===== config.mk =====
export PLATFORM = sky130hd
export DESIGN_NAME = std_flow_stage
export DESIGN_NICKNAME = d
export VERILOG_FILES = /design/src/rtl/std_pkg.sv /design/src/rtl/std_register.sv /design/src/rtl/std_flow_stage.sv
export SDC_FILE = /design/constraint.sdc
export NUM_CORES = 1
export LEC_CHECK = 0
export BUFFER_PORTS_ARGS = -buffer_cell sky130_fd_sc_hd__buf_2
export CORE_AREA = 2 2 39 41
export DETAILED_ROUTE_END_ITERATION = 8
export DIE_AREA = 0 0 41 43
export PLACE_DENSITY_LB_ADDON = 0.25
export SYNTH_ARGS = -nofsm -noshare
export SYNTH_HDL_FRONTEND = slang
export SYNTH_SLANG_ARGS = --single-unit

===== constraint.sdc =====
create_clock -name clk -period 3.67 [get_ports clk]
set_clock_uncertainty 0.2 [all_clocks]
set_input_delay 0.1835 -clock clk [delete_from_list [all_inputs] [get_ports clk]]
set_output_delay 0.1835 -clock clk [all_outputs]
set_load 0.05 [all_outputs]

===== src/rtl/std_pkg.sv =====
// Shared types and constants for the std_* building blocks.
package std_pkg;

   typedef enum logic [1:0] {
      EMPTY = 2'd0,
      HALF  = 2'd1,
      FULL  = 2'd2
   } std_flow_state_t;

   // Clocking/reset flavour of a storage element.
   typedef struct packed {
      logic rising_edge;
      logic async_reset;
      logic active_low;
   } std_clock_info_t;

   localparam std_clock_info_t STD_CLOCK_INFO_ASYNC_LOW = '{
      rising_edge: 1'b1,
      async_reset: 1'b1,
      active_low:  1'b1
   };

endpackage


===== src/rtl/std_register.sv =====
// Generic enabled register of type T; clock edge and reset style chosen by CLK_INFO.
module std_register
   import std_pkg::*;
#(
   parameter type             T           = logic,
   parameter std_clock_info_t CLK_INFO    = STD_CLOCK_INFO_ASYNC_LOW,
   parameter T                RESET_VALUE = T'(0)
) (
   input  logic clk,
   input  logic rst,
   input  logic en,
   input  T     d,
   output T     q
);

   logic clk_eff;

   assign clk_eff = CLK_INFO.rising_edge ? clk : ~clk;

   generate
      if (CLK_INFO.async_reset && CLK_INFO.active_low) begin : g_async_low
         always_ff @(posedge clk_eff or negedge rst) begin
            if (!rst)    q <= RESET_VALUE;
            else if (en) q <= d;
         end
      end else if (CLK_INFO.async_reset) begin : g_async_high
         always_ff @(posedge clk_eff or posedge rst) begin
            if (rst)     q <= RESET_VALUE;
            else if (en) q <= d;
         end
      end else begin : g_sync
         always_ff @(posedge clk_eff) begin
            if (rst == !CLK_INFO.active_low) q <= RESET_VALUE;
            else if (en)                     q <= d;
         end
      end
   endgenerate

endmodule


===== src/rtl/std_flow_stage.sv =====
// Two-entry skid buffer: registered in_ready, one-cycle latency, full throughput.
module std_flow_stage
   import std_pkg::*;
#(
   parameter type T = logic
) (
   input  logic       clk,
   input  logic       rst,
   input  logic       in_valid,
   output logic       in_ready,
   input  T           in_data,
   output logic       out_valid,
   input  logic       out_ready,
   output T           out_data,
   output logic [1:0] occupancy
);

   std_flow_state_t state_q, state_d;
   logic            in_ready_q, in_ready_d;
   T                main_q, main_d;
   T                skid_q, skid_d;
   logic            main_en, skid_en;
   logic            in_xfer, out_xfer;

   assign in_ready  = in_ready_q;
   assign out_valid = (state_q != EMPTY);
   assign out_data  = main_q;
   assign occupancy = 2'(state_q);

   assign in_xfer  = in_valid & in_ready_q;
   assign out_xfer = out_valid & out_ready;

   // Next state and data-path enables.
   always_comb begin
      state_d = state_q;
      main_en = 1'b0;
      main_d  = in_data;
      skid_en = 1'b0;
      skid_d  = in_data;
      case (state_q)
         EMPTY: begin
            if (in_xfer) begin
               main_en = 1'b1;
               state_d = HALF;
            end
         end
         HALF: begin
            if (in_xfer && out_xfer) begin
               main_en = 1'b1;
            end else if (in_xfer) begin
               skid_en = 1'b1;
               state_d = FULL;
            end else if (out_xfer) begin
               state_d = EMPTY;
            end
         end
         FULL: begin
            if (out_xfer) begin
               main_d  = skid_q;
               main_en = 1'b1;
               state_d = HALF;
            end
         end
         default: state_d = EMPTY;
      endcase
      // Computed from next state so in_ready never sees out_ready combinationally.
      in_ready_d = (state_d != FULL);
   end

   std_register #(
      .T           (std_flow_state_t),
      .CLK_INFO    (STD_CLOCK_INFO_ASYNC_LOW),
      .RESET_VALUE (EMPTY)
   ) u_state (
      .clk (clk), .rst (rst), .en (1'b1), .d (state_d), .q (state_q)
   );

   std_register #(
      .T           (logic),
      .CLK_INFO    (STD_CLOCK_INFO_ASYNC_LOW),
      .RESET_VALUE (1'b0)
   ) u_in_ready (
      .clk (clk), .rst (rst), .en (1'b1), .d (in_ready_d), .q (in_ready_q)
   );

   std_register #(
      .T           (T),
      .CLK_INFO    (STD_CLOCK_INFO_ASYNC_LOW),
      .RESET_VALUE (T'(0))
   ) u_main (
      .clk (clk), .rst (rst), .en (main_en), .d (main_d), .q (main_q)
   );

   std_register #(
      .T           (T),
      .CLK_INFO    (STD_CLOCK_INFO_ASYNC_LOW),
      .RESET_VALUE (T'(0))
   ) u_skid (
      .clk (clk), .rst (rst), .en (skid_en), .d (skid_d), .q (skid_q)
   );

endmodule


==> reports/results.txt <==
Number of max-cap violations - 0
CTS Buf Count - 3
Skew-Pair Late Insertion Delay - 0.23 ns
Via density - 4.07
Initial antenna violation count - 0
Buffer levels on the longest clock path - 2
Synth Area in Compound Gates - 0.124
Die area - 1760 sq um
Worst Setup SP - out_ready
Worst slew pin tran - 0.251 ns
PostCTS Resize Cnt - 0
IO buf count - 9
Vias - 224
First-pass GRT wire length - 828 um
Root Buffer - clkbuf_4
Die W - 41 um
Final Critical Period - 1.60 ns
Setup Fix Bufs, Post-CTS - 0
HPWL Detailed - 437 um
Yosys cell types - 16
Non-filler cells in the finished layout - 55
Area of the multi-input gates - 144 sq um
DR DRC count - 0
Gate Count Post-Synth - 24
Placed insts - 49
Sequential cell area - 125 sq um
Hold Crit Class - in2reg
Post-DP Area - 338 sq um
TNS Setup - 0 ns
Post-Synth XOR/XNOR Area - 0.0321
Reg2reg start - u_state.q[1]
Final setup viols - 0
Reg-to-reg setup timing slack - 2.26 ns
Clock Pin Slew Worst Setup and Hold Paths - 0.04 ns
Synth Register Bits - 5
Largest family of logic cells by synthesized area - simple AND/OR/NAND/NOR gates
Required time of the worst setup path - 3.59 ns
Final hold violations - 0
Mux cell area share after synthesis - 0.0917
Setup crit start kind - primary input
Crit. End Element - flip-flop
Gp weighted congestion - 0.677
First-pass iteration count of the detailed router - 4
RSZ-0062 raised after global routing - no
DR WL/cell - 9.49 um
Worst EP arrival - 1.51 ns
Area Overhead vs Synth - 40.8%
Detail Route Antenna Nets - 0
Crit share post-route - 0.435
Finished Cell Area - 384 sq um
Fmax - 627 MHz
Clock Sinks - 5
Synthesized area per cell - 11.4 sq um
R2R cell count - 3
Global-route usage over all layers - 0.0729
Peak supply drop - 276 uV
Total congestion overflow - 0
Normalized max-slew margin - 0.834
# fillers - 156
Sequential area share after synthesis - 0.459
DRT iter0 DRCs - 7
I/O pin total - 10
N_diodes - 0
Vias in the first global route - 217
Critical path class - in2reg
Syn_nets - 29
Post-Synth Simple-Gate Area - 0.280
Crit-path max FO - 6
Die Y - 43 um
Critical path endpoint - u_skid.q
Final Net Count - 45
Post-Syn Area - 273 sq um
H-tree Lvls - 1
P_leak - 0.178 nW
TritonCTS clock tree - built
PnR Total Power - 0.347 mW
Core area - 1380 sq um
Status - complete, no violations
Post-Synth Adder-Cell Area - 0
Slew Limit Fails - 0
Power Density - 904 nW/um^2
Syn. warnings - 0
Row cnt - 14
Post-CTS Hold Buffers - 2
Initial core utilization - 0.197
Crit Reg-Reg Endpoint - u_skid.q
Largest net degree at the start of global routing - 9
Layout cells sized above 1 - 0.436
Final WL - 522 um
-- cells in the mapped netlist --
cell / n / area (sq um)
nor2_1: 2 / 7.51
and3b_1: 1 / 8.76
dfrtp_1: 5 / 125
nand2_1: 3 / 11.3
mux2i_1: 1 / 10.0
or2_2: 1 / 6.26
inv_1: 1 / 3.75
or2_1: 1 / 6.26
a31oi_1: 1 / 6.26
mux2_4: 1 / 15.0
nand2b_2: 1 / 8.76
a221oi_2: 1 / 15.0
xnor2_1: 1 / 8.76
o22ai_1: 2 / 12.5
nor3b_1: 1 / 7.51
nand3b_4: 1 / 20.0
-- sequential cells by signal, indices dropped and copies added (netlist names) --
register	cells
u_skid.q	1
u_in_ready.q	1
u_main.q	1
u_state.q	2
-- kinds of logic after synthesis --
group | Yosys count
AO/OA/AOI/OAI | 4
XOR/XNOR | 1
buffers and inverters | 1
flip-flops | 5
multiplexers | 2
AND/OR/NAND/NOR | 11
-- per-stage QoR --
stage	setup WS (ns)	util	hold slack (ns)
final	2.07	0.278	0.0191
after global routing	2.02	0.278	0.0262
after CTS	2.07	0.278	0.00634
after detailed placement	2.25	0.244	-0.200
after global placement	2.28	0.244	-0.203
after floorplan	2.06	-	-0.312
-- worst min path at each step --
stage                     startpoint      endpoint  slack [ns]  cells past startpoint
after floorplan                  rst  u_in_ready.q       -0.31                      0
after global placement           rst      u_main.q       -0.20                      1
after detailed placement         rst      u_skid.q       -0.20                      1
after CTS                    in_data      u_skid.q       0.006                      2
after global routing         in_data      u_skid.q        0.03                      2
final                        in_data      u_skid.q        0.02                      2
-- report_power, final --
group	leakage (nW)	internal [mW]	switching [mW]
Clock	0.0150	0.0409	0.0199
Combinational	0.105	0.0623	0.123
Sequential	0.0583	0.0774	0.0236
-- placed cells by master, fill, tap and decap left out, types with 2 or more instances in the layout --
cell,count
nand2_1,3
buf_2,9
o22ai_1,2
dlygate4sd3_1,2
clkbuf_4,3
dfrtp_1,5
nor2_1,2
-- final cells by class --
class                           instances  area share
Inverter                                1     0.00977
Clock buffer                            4      0.0684
Tap cell                               16      0.0521
Timing Repair Buffer                   11       0.169
Multi-Input combinational cell         18       0.375
Sequential cell                         5       0.326
-- layer usage --
layer  global-route usage  share of wire  vias up
met4               0.0600              0        0
met2                0.103           0.51        5
met1               0.0891           0.43      102
li1                     -              -      117
met5                    0              0        -
met3               0.0157          0.063        0
-- worst max-delay path, cell delays in order --
cell and delay [ns]:
dlygate4sd3_1 0.52, buf_2 0.15, nand2b_2 0.20, nor2_1 0.14, mux2_4 0.31
(Power assumes the default switching activity.)
